$ cat src/rtl/pong_ball_ctrl.sv
// pong_ball_ctrl
// Frame-rate ball/score sequencer for the pong game. Once per frame tick
// (the rising edge of screenEnd) it advances the ball, resolves wall
// bounces and paddle deflections, detects goals, keeps the score, and runs
// the IDLE -> SERVE -> PLAY -> GAMEOVER sequence.
//
// Ports
//   clock      in   1   system clock
//   reset      in   1   asynchronous active-high reset
//   screenEnd  in   1   end-of-frame level from the VGA timing block
//   start      in   1   begin-game pulse, honoured in IDLE/GAMEOVER only
//   p1_yRef    in   9   paddle 1 centre y
//   p2_yRef    in   9   paddle 2 centre y
//   ball_x     out 10   ball x
//   ball_y     out  9   ball y
//   score_p1   out  4   player 1 score
//   score_p2   out  4   player 2 score
//   winner     out  3   0 none, 1 player 1, 2 player 2
//   state      out  3   0 IDLE, 1 SERVE, 2 PLAY, 3 GAMEOVER
module pong_ball_ctrl #(
    parameter int X_INIT       = 320,
    parameter int Y_INIT       = 240,
    parameter int X_LIM        = 628,
    parameter int Y_LIM        = 463,
    parameter int P1_X         = 80,
    parameter int P2_X         = 560,
    parameter int PAD_HALF_W   = 25,
    parameter int PAD_HALF_H   = 33,
    parameter int SPEED        = 1,
    parameter int SERVE_FRAMES = 60,
    parameter int WIN_SCORE    = 7
) (
    input  logic       clock,
    input  logic       reset,
    input  logic       screenEnd,
    input  logic       start,
    input  logic [8:0] p1_yRef,
    input  logic [8:0] p2_yRef,
    output logic [9:0] ball_x,
    output logic [8:0] ball_y,
    output logic [3:0] score_p1,
    output logic [3:0] score_p2,
    output logic [2:0] winner,
    output logic [2:0] state
);

    typedef enum logic [2:0] {
        ST_IDLE     = 3'd0,
        ST_SERVE    = 3'd1,
        ST_PLAY     = 3'd2,
        ST_GAMEOVER = 3'd3
    } state_t;

    localparam logic signed [11:0] C_SPEED = 12'(SPEED);
    localparam logic signed [11:0] C_XLIM  = 12'(X_LIM);
    localparam logic signed [11:0] C_YLIM  = 12'(Y_LIM);
    localparam logic signed [11:0] C_P2L   = 12'(P2_X - PAD_HALF_W);
    localparam logic signed [11:0] C_P1R   = 12'(P1_X + PAD_HALF_W);
    localparam logic signed [11:0] C_HH    = 12'(PAD_HALF_H);
    localparam logic        [9:0]  C_XI    = 10'(X_INIT);
    localparam logic        [8:0]  C_YI    = 9'(Y_INIT);
    localparam logic        [7:0]  C_SF    = 8'(SERVE_FRAMES);
    localparam logic        [3:0]  C_WIN   = 4'(WIN_SCORE);

    state_t      r_state, w_state;
    logic [9:0]  r_x, w_x;
    logic [8:0]  r_y, w_y;
    logic        r_dx, w_dx;        // 1 = moving +x
    logic        r_dy, w_dy;        // 1 = moving +y
    logic [3:0]  r_s1, w_s1;
    logic [3:0]  r_s2, w_s2;
    logic [2:0]  r_win, w_win;
    logic [7:0]  r_cnt, w_cnt;
    logic        r_se_q;
    logic        r_armed;           // low only on the first cycle after reset
    logic        w_tick;

    logic signed [11:0] w_xn, w_yn, w_d1, w_d2;
    logic               w_hit1, w_hit2;
    logic [3:0]         w_s1_inc, w_s2_inc;
    logic [7:0]         w_cnt_inc;

    // Frame tick and next-position arithmetic
    always_comb begin
        // r_armed suppresses a tick when screenEnd is already high as reset releases
        w_tick    = screenEnd & ~r_se_q & r_armed;
        w_xn      = $signed({2'b00, r_x}) + (r_dx ? C_SPEED : -C_SPEED);
        w_yn      = $signed({3'b000, r_y}) + (r_dy ? C_SPEED : -C_SPEED);
        w_d1      = w_yn - $signed({3'b000, p1_yRef});
        w_d2      = w_yn - $signed({3'b000, p2_yRef});
        // A paddle only catches the ball as it crosses the paddle face
        w_hit2    = r_dx && ($signed({2'b00, r_x}) < C_P2L) && (w_xn >= C_P2L)
                    && (w_d2 <= C_HH) && (w_d2 >= -C_HH);
        w_hit1    = !r_dx && ($signed({2'b00, r_x}) > C_P1R) && (w_xn <= C_P1R)
                    && (w_d1 <= C_HH) && (w_d1 >= -C_HH);
        w_s1_inc  = r_s1 + 4'd1;
        w_s2_inc  = r_s2 + 4'd1;
        w_cnt_inc = r_cnt + 8'd1;
    end

    // Next-state and datapath update
    always_comb begin
        w_state = r_state;
        w_x     = r_x;
        w_y     = r_y;
        w_dx    = r_dx;
        w_dy    = r_dy;
        w_s1    = r_s1;
        w_s2    = r_s2;
        w_win   = r_win;
        w_cnt   = r_cnt;
        case (r_state)
            ST_IDLE: begin
                w_x = C_XI;
                w_y = C_YI;
                if (start) begin
                    w_state = ST_SERVE;
                    w_cnt   = 8'd0;
                end else begin
                    w_state = ST_IDLE;
                end
            end
            ST_SERVE: begin
                w_x = C_XI;
                w_y = C_YI;
                // A zero-length serve moves to PLAY without waiting for a tick
                if (r_cnt >= C_SF) begin
                    w_state = ST_PLAY;
                end else if (w_tick) begin
                    w_cnt = w_cnt_inc;
                    if (w_cnt_inc >= C_SF) begin
                        w_state = ST_PLAY;
                    end else begin
                        w_state = ST_SERVE;
                    end
                end else begin
                    w_state = ST_SERVE;
                end
            end
            ST_PLAY: begin
                if (w_tick) begin
                    if (w_yn <= 12'sd0) begin
                        w_y  = 9'd0;
                        w_dy = 1'b1;
                    end else if (w_yn >= C_YLIM) begin
                        w_y  = C_YLIM[8:0];
                        w_dy = 1'b0;
                    end else begin
                        w_y  = w_yn[8:0];
                    end
                    if (w_hit2) begin
                        w_x  = C_P2L[9:0];
                        w_dx = 1'b0;
                    end else if (w_hit1) begin
                        w_x  = C_P1R[9:0];
                        w_dx = 1'b1;
                    end else if ((w_xn >= C_XLIM) || (w_xn <= 12'sd0)) begin
                        // Goal: wall result is discarded, ball re-served toward the conceding side
                        w_x   = C_XI;
                        w_y   = C_YI;
                        w_dy  = 1'b0;
                        w_cnt = 8'd0;
                        if (w_xn >= C_XLIM) begin
                            w_s1 = w_s1_inc;
                            w_dx = 1'b1;
                            if (w_s1_inc == C_WIN) begin
                                w_state = ST_GAMEOVER;
                                w_win   = 3'd1;
                            end else begin
                                w_state = ST_SERVE;
                            end
                        end else begin
                            w_s2 = w_s2_inc;
                            w_dx = 1'b0;
                            if (w_s2_inc == C_WIN) begin
                                w_state = ST_GAMEOVER;
                                w_win   = 3'd2;
                            end else begin
                                w_state = ST_SERVE;
                            end
                        end
                    end else begin
                        w_x = w_xn[9:0];
                    end
                end else begin
                    w_state = ST_PLAY;
                end
            end
            ST_GAMEOVER: begin
                w_x = C_XI;
                w_y = C_YI;
                if (start) begin
                    w_s1    = 4'd0;
                    w_s2    = 4'd0;
                    w_win   = 3'd0;
                    w_cnt   = 8'd0;
                    w_state = ST_SERVE;
                end else begin
                    w_state = ST_GAMEOVER;
                end
            end
            default: begin
                w_state = ST_IDLE;
                w_x     = C_XI;
                w_y     = C_YI;
            end
        endcase
    end

    // State and datapath registers
    always_ff @(posedge clock or posedge reset) begin
        if (reset) begin
            r_state <= ST_IDLE;
            r_x     <= C_XI;
            r_y     <= C_YI;
            r_dx    <= 1'b1;
            r_dy    <= 1'b0;
            r_s1    <= 4'd0;
            r_s2    <= 4'd0;
            r_win   <= 3'd0;
            r_cnt   <= 8'd0;
            r_se_q  <= 1'b0;
            r_armed <= 1'b0;
        end else begin
            r_state <= w_state;
            r_x     <= w_x;
            r_y     <= w_y;
            r_dx    <= w_dx;
            r_dy    <= w_dy;
            r_s1    <= w_s1;
            r_s2    <= w_s2;
            r_win   <= w_win;
            r_cnt   <= w_cnt;
            r_se_q  <= screenEnd;
            r_armed <= 1'b1;
        end
    end

    assign ball_x   = r_x;
    assign ball_y   = r_y;
    assign score_p1 = r_s1;
    assign score_p2 = r_s2;
    assign winner   = r_win;
    assign state    = r_state;

endmodule
$ cat config.mk
export PLATFORM = sky130hd
export DESIGN_NAME = pong_ball_ctrl
export DESIGN_NICKNAME = d
export VERILOG_FILES = /design/src/rtl/pong_ball_ctrl.sv
export SDC_FILE = /design/constraint.sdc
export NUM_CORES = 1
export LEC_CHECK = 0
export BUFFER_PORTS_ARGS = -buffer_cell sky130_fd_sc_hd__buf_2
export CAP_MARGIN = 20
export CORE_MARGIN = 8
export CORE_UTILIZATION = 50
export CTS_CLUSTER_SIZE = 20
export DETAILED_ROUTE_END_ITERATION = 7
export MAX_ROUTING_LAYER = met4
export PLACE_DENSITY = 0.81
export REMOVE_ABC_BUFFERS = 1
export SYNTH_ARGS = -nofsm -noshare
export SYNTH_HDL_FRONTEND = slang
export SYNTH_SLANG_ARGS = --single-unit
$ cat constraint.sdc
create_clock -name clock -period 6.03 [get_ports clock]
set_input_delay 0.9045 -clock clock [delete_from_list [all_inputs] [get_ports clock]]
set_output_delay 0.9045 -clock clock [all_outputs]
set_load 0.02 [all_outputs]
---- Word-level counts from Yosys, hierarchy flattened ----
Index checks and enable logic that the tools add are counted.
storage, ports and cells
  bits of input ports ..................... 22
  register bits after elaboration ......... 45
operators by class
  add/sub/neg operators ................... 7
  reduce and logical (&&, ||, !) cells .... 22
  bitwise operators ....................... 3
  $lt $le $gt $ge ......................... 14
  multiplexer cells ....................... 66
  equality and inequality tests ........... 20
operator list
  kind                  number
  $mux 9                7
  $mux 8                7
  $mux 10               5
  $mux 3                15
  $mux 4                11
  $ge 12x11->1 const B  2
  $ge 12x7->1 const B   2
  $le 12x1->1 const B   2
  $le 12x7->1 const B   2
  $mux 12               2
  $pmux 8 s3            1
  $sub 12x10->12        2
  $ne 2x2->1 const B    9
  $ge 8x6->1 const B    2
  $pmux 4 s2            2
  $reduce_and 8->1      2
  $ne 3x3->1 const B    5
  $reduce_and 7->1      2
  $add 10x12->12        1
  $add 11x12->12        1
  $ge 12x10->1 const B  1
  $le 12x8->1 const B   1
  $pmux 3 s4            1
  $gt 10x7->1 const B   1
  other kinds (21)      46

---- Depth between registers and ports, before layout ----
Gate-level depths: netlist (run 1).
  depth in word-level cells ............... 10
  mapped depth ............................ 18
  mapped depth without buffers ............ 17

---- Worst setup path after synthesis (run 1) ----
No wires, ideal clock.
  kind .................................... register to register
  from .................................... register r_y[0], in the netlist ball_y[0]
  to ...................................... register r_cnt[3]
  setup time .............................. 104 ps
  data arrival time ....................... 4312 ps
  data required time ...................... 5926 ps
  period minus slack after synthesis ...... 4416 ps
  cell stages (with the launch flop) ...... 17
  slack ................................... 1614 ps
  cell sequence ........................... dfrtp_1 fa_1 a211oi_1 o21bai_1 a21oi_1 xnor2_1 ha_1 or4_1 o2111a_1 nor4_1 a311o_1 and4b_1 o221ai_1 o2bb2ai_1 o32a_1 buf_6 o41ai_2
on the way
  cells in the longest elaborated chain, start to end .. 7
  elaborated cells on any way between the ends .. 14
ends and longest elaborated chain
  item                                                      RTL line  source
  start: declaration                                        67        logic [8:0] r_y, w_y;
  start signal: assignment                                  227       r_y <= w_y;
  $add 10x12->12 (*)                                        88        w_yn = $signed({3'b000, r_y}) + (r_dy ? C_SPEED : -C_SPEED);
  $sub 12x10->12, on equally long branches                  90, 89
  $le 12x7->1, on equally long branches                     93, 95
  $logic_and 1x1->1, on equally long branches (2 in a row)  93, 95
  $ne 2x2->1 (no line)                                      -
  $reduce_and 8->1 (no line) (*)                            -
  end signal: assignment                                    233       r_cnt <= w_cnt;
  end: declaration                                          73        logic [7:0] r_cnt, w_cnt;
Mark *: on every way between the ends. The rest lies on a longest branch, timed or not.
A chain may end at the register's enable or synchronous reset.

---- Final worst setup path (run 1) ----
  from .................................... register r_dy
  to ...................................... register r_cnt[0]
on the way
  cells in the longest elaborated chain, start to end .. 8
  elaborated cells on any way between the ends .. 15
ends and longest elaborated chain
  item                                                      RTL line  source
  start: declaration                                        69        logic r_dy, w_dy;
  start signal: assignment                                  229       r_dy <= w_dy;
  $mux 12 (*)                                               88
  $add 10x12->12 (*)                                        88
  $sub 12x10->12, on equally long branches                  90, 89
  $le 12x7->1, on equally long branches                     93, 95
  $logic_and 1x1->1, on equally long branches (2 in a row)  93, 95
  $ne 2x2->1 (no line)                                      -
  $reduce_and 8->1 (no line) (*)                            -
Marks and branches as above.

==> impl.org, run 1 <==
** Status
- Status :: completed

** Critical path
- Among all stages on the critical path, the largest delay is contributed by sky130_fd_sc_hd__o2bb2ai_1.
- The worst setup path is launched from a flip-flop.
- STA puts the critical path data required time at roughly 6.3 ns.
- STA puts the critical path data arrival time at 5.66 ns.
- Cell class contributing the biggest share of worst-path delay :: compound AO/OA/AOI/OAI gates
- Delay of the slowest cell on the worst path :: just over 0.6 ns
- Traced cell by cell, the critical path runs through inv_1 -> ha_1 -> a211oi_1 -> o21bai_1 -> a21oi_1 -> xnor2_1 -> ha_1 -> o21a_1 -> o21ai_0 -> a22oi_1 -> xnor2_1 -> a2111oi_0 -> and4b_1 -> o221ai_1 -> o2bb2ai_1 -> o32a_1 -> mux2i_1.
- The worst setup path is captured at a flip-flop.
- Category of the most critical setup path :: flip-flop to flip-flop
- Buffer and inverter count on the worst path :: 1
- In this run the worst path has a maximum fanout of 13.

** Detailed routing
- WL per Instance :: 16.9 um
- The first detailed-routing pass ran for 5 iterations.
- DRC violation total after the first TritonRoute iteration :: 389
- Wirelength, routed :: around 14,000 um
- Dividing the detail-routed via count by the number of cells gives between 6 and 7.
- The detail route stage leaves a number of antenna-violating nets equal to 0.
- Final routed DRC violation total :: 0
- Summing over every cut layer, the via total after detailed routing is between 5,000 and 6,000.

** Placement
- After legalization and detailed placement, the total HPWL measured about 11,000 um.
- Port-buffer cells :: 52
- Placed Instance Area :: 5600 sq um
- Routability congestion estimate :: ~0.97
- Once placement completed, the tool counted placed cells totaling between 800 and 900.

** Die
- Number of core rows :: 37
- Core ar. :: slightly above 10,000 sq um
- Starting Density :: 0.510
- In this run the horizontal extent of the chip is around 120 um.
- The die covers ~14,000 sq um.
- In this run the count of I/O pins placed on the die edge is 55.
- Die extent in y :: around 120 um

** CTS
- Number of cells upsized or downsized after cts :: 0
- Clock slew at reported path FFs :: 0.09 ns
- Counting along the longest clock path gives a buffer depth of 2.
- Root buf cell :: sky130_fd_sc_hd__clkbuf_8
- Buffer count from post-CTS setup fixing :: 0
- Hold repair after CTS inserted 0 buffers.
- TritonCTS built the clock tree.
- In this run the number of H-tree levels came out at 2.
- Number of buffers created by CTS :: 5
- Clock network latency to the later pin of the worst-skew pair :: 0.31 ns
- Clock tree sinks :: 43

** Synthesis
- Synthesized netlist cell count :: around 640
- Number of enable-type register cells in the synthesized netlist :: 0
- Commonest register cell after synthesis :: sky130_fd_sc_hd__dfrtp_1
- Share of synthesized flip-flops with an asynchronous set or reset :: 1.00
- Number of distinct library cells after synthesis :: 87
- Syn Std Cell Area :: about 5200 sq um
- Average cell area after synthesis :: 8.12 sq um
- Of the synthesized area, sequential elements account for 0.208.
- Synth warn :: 0
- In this run, synthesis produced a sequential element count of between 40 and 50.

** Finish
- Utilization after layout :: 0.560
- In the final layout, the share of cells above drive strength 1 is 0.145.
- Area taken by multi-input logic gates :: 3870 sq um
- Summed area of non-filler cells in the final layout :: roughly 5700 sq um
- FILL cells :: around 940
- The top cell types in the final layout, fill and taps aside, are sky130_fd_sc_hd__ha_1 (53), sky130_fd_sc_hd__buf_2 (52), sky130_fd_sc_hd__nor2_1 (50), sky130_fd_sc_hd__nand2_1 (49), sky130_fd_sc_hd__inv_1 (46).
- Number of non-filler instances in the completed layout :: ~830
- Most common library cell in the layout ignoring fill and taps :: sky130_fd_sc_hd__ha_1
- N_diodes :: 0
- The net count of the finished layout is 770.
- Sequential cell area :: between 1000 and 1500 sq um
- Syn-to-layout area delta :: 9.85%

** Timing
- The worst path needs between 5 and 6 ns of the cycle, external delays included.
- Maximum clock rate :: about 0.18 GHz
- Dividing the final minimum period by the clock period gives 0.901.
- For the final routed database, the setup TNS stands at 0 ns.
- Unrepaired setup endpoints after global routing :: false
- Count of endpoints failing setup in the final report :: 0
- Across the routed clock network, the largest skew measured is 0.0105 ns.
- Pins over their slew limit :: 0
- Hold Fails Final Rpt :: 0
- For the pin with the worst max-slew slack, the measured transition is 1.01 ns.
- Worst slew margin relative to its limit :: 0.323

** Pwr
- Sequential share of power :: 0.310
- Power density normalized to cell area :: approximately 220 nW/um^2
- Switching power :: ~540 uW
- Internal power :: 718 uW
- Combinational fraction of design power :: 0.476
- VDD sags by at most around 280 uV.
- Static leakage power :: roughly 2.6 nW
- Net switching fraction of the power :: 0.428
- Part of the total power dissipated in the clock network :: 0.214

** GRT
- Number of antenna violations at the first check in global routing :: 0
- Summed over all layers, the global routing overflow is 0.
- Maximum number of pins on one net before global-route repair :: 44
- Number of global-route vias before repair :: 5,085
- In the global route stage, overall resource usage came out at 0.200.
- The first global-routing pass estimated 23,700 um of wire.

** Flow run
- Number of maximum-capacitance violations :: 0

** Hold path
- The path class of the tightest hold or removal check is flip-flop to flip-flop.
layer usage:
| metal | up-vias | global-route usage | wire, um |
|---|---|---|---|
| met5 | - | - | 0 |
| met1 | 2504 | 0.249 | 6210 |
| met3 | 30 | 0.0262 | 822 |
| met2 | 204 | 0.334 | 6700 |
| met4 | 0 | 0.0528 | 280 |
| li1 | 2528 | - | - |
cell type report:
| class | instances | share of cell area |
|---|---|---|
| repair buffers | 57 | 0.0519 |
| multi-input cells | 537 | 0.675 |
| flip-flops and latches | 43 | 0.189 |
| well taps | 136 | 0.0297 |
| clock inverters | 2 | 0.0105 |
| clock buffers | 6 | 0.0127 |
| inverters | 47 | 0.0308 |
sequential cells by signal, summed over array words and instances (netlist names), 2 cells and up:
name / count
winner: 2
score_p2: 4
state: 2
score_p1: 4
r_cnt: 8
ball_y: 9
ball_x: 10
cells in the mapped netlist (4+ instances only):
| master | number | area share |
|---|---|---|
| sky130_fd_sc_hd__nor2_1 | 50 | 0.036 |
| sky130_fd_sc_hd__o211ai_1 | 7 | 0.010 |
| sky130_fd_sc_hd__mux2_2 | 4 | 0.0086 |
| sky130_fd_sc_hd__o221ai_1 | 5 | 0.0084 |
| sky130_fd_sc_hd__dfstp_2 | 7 | 0.035 |
| sky130_fd_sc_hd__fa_1 | 4 | 0.015 |
| sky130_fd_sc_hd__nor4b_1 | 6 | 0.010 |
| sky130_fd_sc_hd__nor4_1 | 9 | 0.011 |
| sky130_fd_sc_hd__dfrtp_1 | 36 | 0.17 |
| sky130_fd_sc_hd__xor2_1 | 10 | 0.017 |
| sky130_fd_sc_hd__nand2b_1 | 11 | 0.013 |
| sky130_fd_sc_hd__or3_1 | 5 | 0.0060 |
| sky130_fd_sc_hd__a221oi_1 | 4 | 0.0067 |
| sky130_fd_sc_hd__mux2i_1 | 4 | 0.0077 |
| sky130_fd_sc_hd__nor3_1 | 16 | 0.015 |
| sky130_fd_sc_hd__or2_2 | 5 | 0.0060 |
| sky130_fd_sc_hd__nand3_1 | 20 | 0.019 |
| sky130_fd_sc_hd__xnor2_1 | 20 | 0.034 |
| sky130_fd_sc_hd__ha_1 | 53 | 0.13 |
| sky130_fd_sc_hd__nor3b_1 | 4 | 0.0058 |
| sky130_fd_sc_hd__nand3b_1 | 6 | 0.0086 |
| sky130_fd_sc_hd__a31oi_1 | 10 | 0.012 |
| sky130_fd_sc_hd__nand2_1 | 49 | 0.035 |
| sky130_fd_sc_hd__a21oi_1 | 30 | 0.029 |
| sky130_fd_sc_hd__and3_1 | 6 | 0.0072 |
| sky130_fd_sc_hd__o22ai_1 | 8 | 0.0096 |
| sky130_fd_sc_hd__nor2b_1 | 8 | 0.0096 |
| sky130_fd_sc_hd__o22a_1 | 4 | 0.0067 |
| sky130_fd_sc_hd__o31ai_1 | 12 | 0.017 |
| sky130_fd_sc_hd__o41ai_1 | 4 | 0.0067 |
| sky130_fd_sc_hd__o21a_1 | 9 | 0.013 |
| sky130_fd_sc_hd__o21ai_1 | 12 | 0.012 |
| sky130_fd_sc_hd__inv_1 | 47 | 0.034 |
| sky130_fd_sc_hd__a21o_1 | 16 | 0.023 |
| sky130_fd_sc_hd__o21ai_0 | 38 | 0.036 |
| sky130_fd_sc_hd__clkbuf_1 | 10 | 0.0072 |
power groups by stage:
stage	combinational, mW	sequential, mW	clock [mW]
6_report	0.597	0.389	0.269
5_1_grt	0.660	0.395	0.283
3_5_place_dp	0.588	0.392	0
4_1_cts	0.591	0.387	0.271
2_1_floorplan	0.419	0.410	0
3_3_place_gp	0.565	0.389	0
final timing paths:
| kind | depth (start not counted) | start | end | slack (ns) |
|---|---|---|---|---|
| min in group asynchronous | 3 | reset | ball_y[8] | 0.71 |
| max in group asynchronous | 3 | reset | r_se_q | 4.94 |
| worst max-delay path | 17 | r_dy | r_cnt[0] | 0.60 |
| worst max register to register | 17 | r_dy | r_cnt[0] | 0.60 |
| worst min-delay path | 2 | ball_y[5] | ball_y[5] | 0.53 |
| worst min register to register | 2 | ball_y[5] | ball_y[5] | 0.53 |
metrics by stage:
step | total power, mW | hold slack, ns | setup WS, ns
2_1_floorplan | 0.829 | 0.495 | 1.03
3_3_place_gp | 0.954 | 0.517 | 0.883
3_5_place_dp | 0.979 | 0.521 | 0.641
4_1_cts | 1.25 | 0.533 | 0.621
5_1_grt | 1.34 | 0.569 | 0.0968
6_report | 1.26 | 0.532 | 0.596
cell families (layout without fill, tap and decap cells):
logic type,Yosys count,count (layout),synth area share
mux,10,10,0.0206
other cells,2,3,0.00144
simple gates,210,210,0.206
xor+xnor,30,30,0.0503
compound gates,227,227,0.320
fa+ha+maj,57,57,0.142
flops,43,43,0.208
buf+inv,64,112,0.0511
worst min-delay path: stages (launching register included):
cell and delay, ns:
sky130_fd_sc_hd__dfstp_2 0.39, sky130_fd_sc_hd__nor2_1 0.10, sky130_fd_sc_hd__a31oi_1 0.05
No activity file was read; power rests on OpenSTA's default activity.
==> run 2, diff against run 1 <==
--- a/config.mk
+++ b/config.mk
@@ -13,7 +13,6 @@
 export DETAILED_ROUTE_END_ITERATION = 7
 export MAX_ROUTING_LAYER = met4
 export PLACE_DENSITY = 0.81
-export REMOVE_ABC_BUFFERS = 1
 export SYNTH_ARGS = -nofsm -noshare
 export SYNTH_HDL_FRONTEND = slang
 export SYNTH_SLANG_ARGS = --single-unit
==> impl.org, run 2 (synthesized netlist as in run 1, its figures left out) <==
** Detailed routing
- The number of nets with antenna violations after routing is 0 (unchanged).
- The overall routed net length was 14,200 um (was 14,000 um).
- WL per Instance :: 17.2 um (was 16.9 um)
- The number of remaining DRC errors came to 0 (unchanged).
- The number of iterations in the first detailed-routing pass is 6 (was 5).
- Vias/cell :: 6.47 (was 6.36)
- The total vias in the final route is 5,354 (was 5,266).
- The number of DRC markers after the initial detailed-route iteration came to 425 (was 389).

** GRT
- The largest net degree at the start of global routing was 44 (unchanged).
- Sum of overflow across all layers after global routing :: 0 (unchanged)
- The initial antenna violation count is 0 (unchanged).
- Global-route wire length before repair :: 23,900 um (was 23,700 um)
- Number of global-route vias before repair :: 5,089 (was 5,085)
- The total track usage is 0.202 (was 0.200).

** Placement
- The pre-CTS setup slack was 0.670 ns (was 0.641 ns).
- Routability congestion estimate :: 0.997 (was 0.970)
- Detailed-placement wirelength estimate :: 11,100 um (about the same)
- Placed Instance Area :: 5590 sq um (was 5600 sq um)
- Port-buffer cells :: 52 (unchanged)

** Status
- Status :: completed (unchanged)

** CTS
- The count of hold buffers inserted by post-cts repair came to 0 (unchanged).
- Maximum number of buffers from clock root to sink :: 2 (unchanged)
- CTS H-tree depth :: 2 (unchanged)
- Clock slew at reported path FFs :: 0.08 ns (was 0.09 ns)
- Root buf cell :: sky130_fd_sc_hd__clkbuf_8 (unchanged)
- The TritonCTS clock tree is yes (unchanged).
- Number of buffers created by CTS :: 5 (unchanged)
- Clock tree sinks :: 43 (unchanged)
- Clock network latency to the later pin of the worst-skew pair :: 0.30 ns (was 0.31 ns)

** Timing
- Total Negative Setup Slacks :: 0 ns (unchanged)
- The number of max-slew violations in the final report is 0 (unchanged).
- The maximum clock frequency was 0.191 GHz (was 0.184 GHz).
- The share of the clock period used by the worst path after layout was 0.868 (was 0.901).
- The number of endpoints with negative hold slack in the final report came to 0 (unchanged).
- The shortest period the worst path allows was 5.24 ns (was 5.43 ns).
- Transition time at the pin with the least slew margin :: 0.901 ns (was 1.01 ns)
- Worst slew margin relative to its limit :: 0.398 (was 0.323)
- Count of endpoints failing setup in the final report :: 0 (unchanged)
- Layout Skew :: 0.0126 ns (was 0.0105 ns)
- Unrepaired setup endpoints after global routing :: false (unchanged)
- Final worst slack :: 0.793 ns (was 0.596 ns)

** Pwr
- The total power divided by cell area is 220 nW/um^2 (was 219 nW/um^2).
- The proportion of power drawn by flip-flops and latches was 0.309 (was 0.310).
- Part of the total power dissipated in the clock network :: 0.213 (was 0.214)
- Combinational fraction of design power :: 0.478 (was 0.476)
- The total power consumption of the routed design came to 1.26 mW (about the same).
- Peak supply drop :: 308 uV (was 275 uV)
- Switching power :: 544 uW (was 537 uW)
- Internal power :: 718 uW (about the same)
- The leakage power figure came to 2.59 nW (about the same).
- The proportion of total power due to net switching came to 0.431 (was 0.428).

** Critical path
- The arrival time of data at the critical path endpoint is 5.46 ns (was 5.66 ns).
- The endpoint kind of the worst setup timing path was a flip-flop (unchanged).
- The highest-delay cell along the critical path was sky130_fd_sc_hd__o32a_1 (was sky130_fd_sc_hd__o2bb2ai_1).
- The maximum fanout along the worst path was 13 (unchanged).
- Delay of the slowest cell on the worst path :: 0.49 ns (was 0.61 ns)
- Ordered cell list for the critical path :: inv_1 -> ha_1 -> a211oi_1 -> o21bai_1 -> a21oi_1 -> xnor2_1 -> ha_1 -> o21a_1 -> o21ai_0 -> a221oi_1 -> a211o_1 -> xnor2_1 -> nor4b_1 -> o221ai_1 -> o2bb2ai_2 -> o32a_1 -> mux2i_1 (was inv_1 -> ha_1 -> a211oi_1 -> o21bai_1 -> a21oi_1 -> xnor2_1 -> ha_1 -> o21a_1 -> o21ai_0 -> a22oi_1 -> xnor2_1 -> a2111oi_0 -> and4b_1 -> o221ai_1 -> o2bb2ai_1 -> o32a_1 -> mux2i_1)
- The required time of the critical path came to 6.25 ns (was 6.26 ns).
- CP Launch Type :: flip-flop (unchanged)
- Category of the most critical setup path :: flip-flop to flip-flop (unchanged)

** Hold path
- The type of the most critical hold path was flip-flop to flip-flop (unchanged).

** Die
- Number of top-level design ports :: 55 (unchanged)
- The placeable core region came to 10,200 sq um (unchanged).
- Starting Density :: 0.510 (unchanged)
- Die extent in y :: 118 um (unchanged)
- Die Area :: 14,000 sq um (unchanged)
- The count of standard-cell rows came to 37 (unchanged).
- Chip Width :: 118 um (unchanged)

** Flow run
- Number of maximum-capacitance violations :: 0 (unchanged)

** Finish
- Highest-count cells in the layout ignoring fill and taps: sky130_fd_sc_hd__ha_1 (53), sky130_fd_sc_hd__buf_2 (52), sky130_fd_sc_hd__nor2_1 (50), sky130_fd_sc_hd__nand2_1 (49), sky130_fd_sc_hd__inv_1 (46) (unchanged).
- The number of diodes came to 0 (unchanged).
- Utilization after layout :: 0.561 (was 0.560)
- Most common library cell in the layout ignoring fill and taps :: sky130_fd_sc_hd__ha_1 (unchanged)
- The flip-flop count of the largest register after layout is 10 (unchanged).
- The fraction of final layout cells sized beyond drive strength 1 is 0.146 (was 0.145).
- The relative area change from synthesis to final layout is 9.97% (was 9.85%).
- Summed area of non-filler cells in the final layout :: 5740 sq um (was 5730 sq um)
- The final net count came to 770 (unchanged).
[run 2: power by group through the flow]
stage,logic [mW],clock network [mW],registers (mW)
after floorplan,0.432,0,0.410
after global placement,0.564,0,0.389
after detailed placement,0.587,0,0.393
after CTS,0.592,0.273,0.388
after global routing,0.674,0.280,0.398
final,0.603,0.269,0.390
[run 2: cell type report]
cell class	instances	area, sq um
timing repair buffer	57	298
clock buffer	6	72.6
clock inverter	2	60.1
multi-input combinational	537	3880
inverter	47	176
sequential	43	1080
tap	136	170
fill	919	4490
[run 2: final timing paths]
kind,from,cells after the start,slack [ns],to
min,ball_y[5],2,0.53,ball_y[5]
max,r_dy,17,0.79,r_cnt[1]
min in group asynchronous,reset,3,0.72,ball_y[8]
max reg2reg,r_dy,17,0.79,r_cnt[1]
max in group asynchronous,reset,3,4.91,r_cnt[6]
min reg2reg,ball_y[5],2,0.53,ball_y[5]
[run 2: worst max-delay path, delay by kind of cell, from the launching register on]
family	cells	cell delay, ns
AO/OA/AOI/OAI	10	2.78
XOR/XNOR	2	0.38
adder cells (fa/ha/maj)	2	0.75
buffers and inverters	1	0.32
flip-flops	1	0.38
multiplexers	1	0.22
AND/OR/NAND/NOR	1	0.33
[run 2: layer usage]
layer	vias up	track usage	routed length, um
li1	2532	-	-
met1	2555	0.244	6200
met2	229	0.339	6760
met3	38	0.0328	934
met4	0	0.0665	331
met5	-	-	0
[run 2: per-stage QoR]
stage          cells  hold WS [ns]
2_1_floorplan    644         0.489
3_3_place_gp     819         0.515
3_5_place_dp     819         0.530
4_1_cts          827         0.538
5_1_grt          828         0.565
6_report         828         0.532
[run 2: what timing repair did]
| item | CTS | global route |
|---|---|---|
| buffers inserted | 0 | 0 |
| setup endpoints to repair | 0 | 1 |
| gates resized for setup | 0 | 1 |
==> run 3, diff against run 2 <==
--- a/config.mk
+++ b/config.mk
@@ -7,7 +7,7 @@
 export LEC_CHECK = 0
 export BUFFER_PORTS_ARGS = -buffer_cell sky130_fd_sc_hd__buf_2
 export CAP_MARGIN = 20
-export CORE_MARGIN = 8
+export CORE_MARGIN = 1
 export CORE_UTILIZATION = 50
 export CTS_CLUSTER_SIZE = 20
 export DETAILED_ROUTE_END_ITERATION = 7
==> impl.org, run 3 (synthesized netlist as in run 1, its figures left out) <==
** Pwr
- Combinational fraction of design power :: 0.495 (was 0.478)
- The internal portion of total power came to 675 uW (was 718 uW).
- Net switching fraction of the power :: 0.442 (was 0.431)
- Peak supply drop :: 221 uV (was 308 uV)
- Sequential share of power :: 0.321 (was 0.309)
- Switching power :: 535 uW (was 544 uW)
- Part of the total power dissipated in the clock network :: 0.184 (was 0.213)
- The total power divided by cell area came to 212 nW/um^2 (was 220 nW/um^2).
- Static leakage power :: 2.59 nW (about the same)

** GRT
- The residual overflow from global routing came to 0 (unchanged).
- Maximum number of pins on one net before global-route repair :: 44 (unchanged)
- The initial antenna violation count is 1 (was 0).
- Number of global-route vias before repair :: 4,856 (was 5,089)
- Global-route wire length before repair :: 23,100 um (was 23,900 um)
- GRT Overall Usage :: 0.259 (was 0.202)

** CTS
- The H-tree depth reported by CTS was 2 (unchanged).
- Buffer count from post-CTS setup fixing :: 0 (unchanged)
- The count of hold buffers inserted by post-cts repair came to 0 (unchanged).
- Maximum number of buffers from clock root to sink :: 2 (unchanged)
- Clock slew at reported path FFs :: 0.08 ns (about the same)
- The cell at the root of the clock tree is sky130_fd_sc_hd__clkbuf_8 (unchanged).
- The number of buffers created by CTS was 5 (unchanged).
- Clock network latency to the later pin of the worst-skew pair :: 0.30 ns (about the same)
- The TritonCTS clock tree was yes (unchanged).
- Clock tree sinks :: 43 (unchanged)
- Number of cells upsized or downsized after cts :: 0 (unchanged)

** Hold path
- The startpoint of the most critical hold path is ball_y[2] (was ball_y[5]).
- Cells on Worst Hold Path :: 2 (unchanged)
- Worst min path class :: flip-flop to flip-flop (unchanged)

** Finish
- Summed area of non-filler cells in the final layout :: 5710 sq um (was 5740 sq um)
- The leading cell type in the layout, fill and taps excluded is sky130_fd_sc_hd__ha_1 (unchanged).
- The final net count was 770 (unchanged).
- The total area of multi-input combinational cells was 3870 sq um (was 3880 sq um).
- Proportion of layout cells with a drive suffix above 1 :: 0.146 (unchanged)
- Max FFs per register :: 10 (unchanged)
- The count of fill cells added during filler insertion is 907 (was 919).
- Highest-count cells in the layout ignoring fill and taps :: sky130_fd_sc_hd__ha_1 (53), sky130_fd_sc_hd__buf_2 (52), sky130_fd_sc_hd__nor2_1 (50), sky130_fd_sc_hd__nand2_1 (49), sky130_fd_sc_hd__inv_1 (46) (unchanged)
- The number of non-filler instances in the completed layout is 826 (was 828).
- Sequential cell area :: 1080 sq um (unchanged)
- Syn-to-layout area delta :: 9.45% (was 9.97%)

** Critical path
- CP required :: 6.25 ns (about the same)
- The capturing element of the worst setup path was r_cnt[1] (unchanged).
- The type of origin of the critical path is a flip-flop (unchanged).
- The arrival time of data at the critical path endpoint came to 5.70 ns (was 5.46 ns).
- Internal reg-to-reg setup slack :: 0.54 ns (was 0.79 ns)
- Worst setup EP type :: flip-flop (unchanged)
- The beginning of the critical path is r_dy (unchanged).
- Launch instance of the worst register-to-register path :: r_dy (unchanged)
- The category of the most critical setup path is flip-flop to flip-flop (unchanged).
- Terminus of the critical flop-to-flop path :: r_cnt[1] (unchanged)
- The worst reg-to-reg path cell count came to 18 (was 17).
- Worst Path Max Fanout :: 13 (unchanged)

** Detailed routing
- Wirelength, routed :: 13,500 um (was 14,200 um)
- The number of remaining DRC errors was 0 (unchanged).
- The total vias in the final route is 5,243 (was 5,354).
- The detail-routed via count per cell was 6.35 (was 6.47).
- Number of routed nets with antenna violations :: 0 (unchanged)
- The number of DRC markers after the initial detailed-route iteration is 393 (was 425).
- Router iterations before antenna repair :: 5 (was 6)
- The average wire length per cell after detail routing is 16.4 um (was 17.2 um).

** Timing
- Final worst slack :: 0.542 ns (was 0.793 ns)
- The total negative setup slack came to 0 ns (unchanged).
- The share of the clock period used by the worst path after layout is 0.910 (was 0.868).
- Time the final worst path needs with I/O delays and setup :: 5.49 ns (was 5.24 ns)
- Layout Skew :: 0.00977 ns (was 0.0126 ns)
- The maximum clock frequency is 0.182 GHz (was 0.191 GHz).
- The number of max-slew violations in the final report came to 0 (unchanged).
- Transition time at the pin with the least slew margin :: 1.01 ns (was 0.901 ns)
- Count of endpoints failing setup in the final report :: 0 (unchanged)
- Worst slew margin relative to its limit :: 0.326 (was 0.398)
- Unrepaired setup endpoints after global routing: false (unchanged).
- Hold Fails Final Rpt :: 0 (unchanged)

** Placement
- The cell total after placement was 817 (was 819).
- Port-buffer cells :: 52 (unchanged)
- Routability congestion estimate :: 0.933 (was 0.997)
- Placed Instance Area :: 5600 sq um (was 5590 sq um)
- Pre-CTS setup slack :: 0.660 ns (was 0.670 ns)
- Detailed-placement wirelength estimate :: 10,700 um (was 11,100 um)

** Die
- The die height was 104 um (was 118 um).
- The die outline area is 10,900 sq um (was 14,000 sq um).
- The initial cell density of the core came to 0.524 (was 0.510).
- Core ar. :: 9950 sq um (was 10,200 sq um)
- The total I/O pin count came to 55 (unchanged).
- The count of standard-cell rows came to 36 (was 37).
- The floorplan die width came to 104 um (was 118 um).

** Flow run
- Number of maximum-capacitance violations :: 0 (unchanged)

** Status
- Status :: completed (unchanged)
## run 3: cell types whose count changed in the layout (fill, tap and decap cells not counted), sizes merged
cell,delta
clkbuf,-1
clkinv,+2
bufinv,-1
diode,+1
## run 3: cell type report
cell class / instances / share of cell area
Multi-Input combinational cell: 537 / 0.678
Sequential cell: 43 / 0.190
Timing Repair Buffer: 57 / 0.0521
Inverter: 47 / 0.0309
Tap cell: 133 / 0.0291
Clock buffer: 5 / 0.0120
Clock inverter: 3 / 0.00767
Antenna cell: 1 / 0.000438
## run 3: critical path, cell delays in order, from the launching register on
cell and delay (ns):
sky130_fd_sc_hd__dfrtp_1 0.59, sky130_fd_sc_hd__inv_1 0.32, sky130_fd_sc_hd__fa_1 0.50, sky130_fd_sc_hd__a211oi_1 0.35, sky130_fd_sc_hd__o21bai_1 0.12, sky130_fd_sc_hd__a21oi_1 0.19, sky130_fd_sc_hd__xnor2_1 0.24, sky130_fd_sc_hd__ha_1 0.36
sky130_fd_sc_hd__o21a_1 0.14, sky130_fd_sc_hd__o21ai_0 0.22, sky130_fd_sc_hd__a22oi_1 0.15, sky130_fd_sc_hd__xnor2_1 0.17, sky130_fd_sc_hd__a2111oi_0 0.50, sky130_fd_sc_hd__and4b_1 0.27, sky130_fd_sc_hd__o221ai_1 0.18, sky130_fd_sc_hd__o2bb2ai_1 0.20
sky130_fd_sc_hd__buf_4 0.23, sky130_fd_sc_hd__o32a_1 0.43, sky130_fd_sc_hd__mux2i_1 0.23
## run 3: power by group through the flow
stage | sequential [mW] | clock, mW | combinational [mW]
after floorplan | 0.410 | 0 | 0.432
after global placement | 0.390 | 0 | 0.565
after detailed placement | 0.392 | 0 | 0.589
after CTS | 0.388 | 0.226 | 0.593
after global routing | 0.396 | 0.238 | 0.667
final | 0.389 | 0.223 | 0.599
## run 3: how the worst min path moves through the flow
stage / to / slack, ns
after global placement: r_cnt[4] / 0.52
final: ball_y[2] / 0.52
after global routing: ball_y[5] / 0.54
after floorplan: r_cnt[4] / 0.49
after detailed placement: ball_y[2] / 0.51
after CTS: ball_y[2] / 0.53
## run 3: per-layer routing
layer,wire [um],vias up,track usage
met5,0,-,-
met4,183,0,0.0592
met2,6380,190,0.421
li1,-,2538,-
met1,6090,2495,0.352
met3,856,20,0.0201
## run 3: stage by stage
stage,hold WS [ns],util,power (mW)
after floorplan,0.489,-,0.842
final,0.521,0.574,1.21
after detailed placement,0.508,0.562,0.981
after CTS,0.529,0.574,1.21
after global routing,0.544,0.574,1.30
after global placement,0.518,0.562,0.955
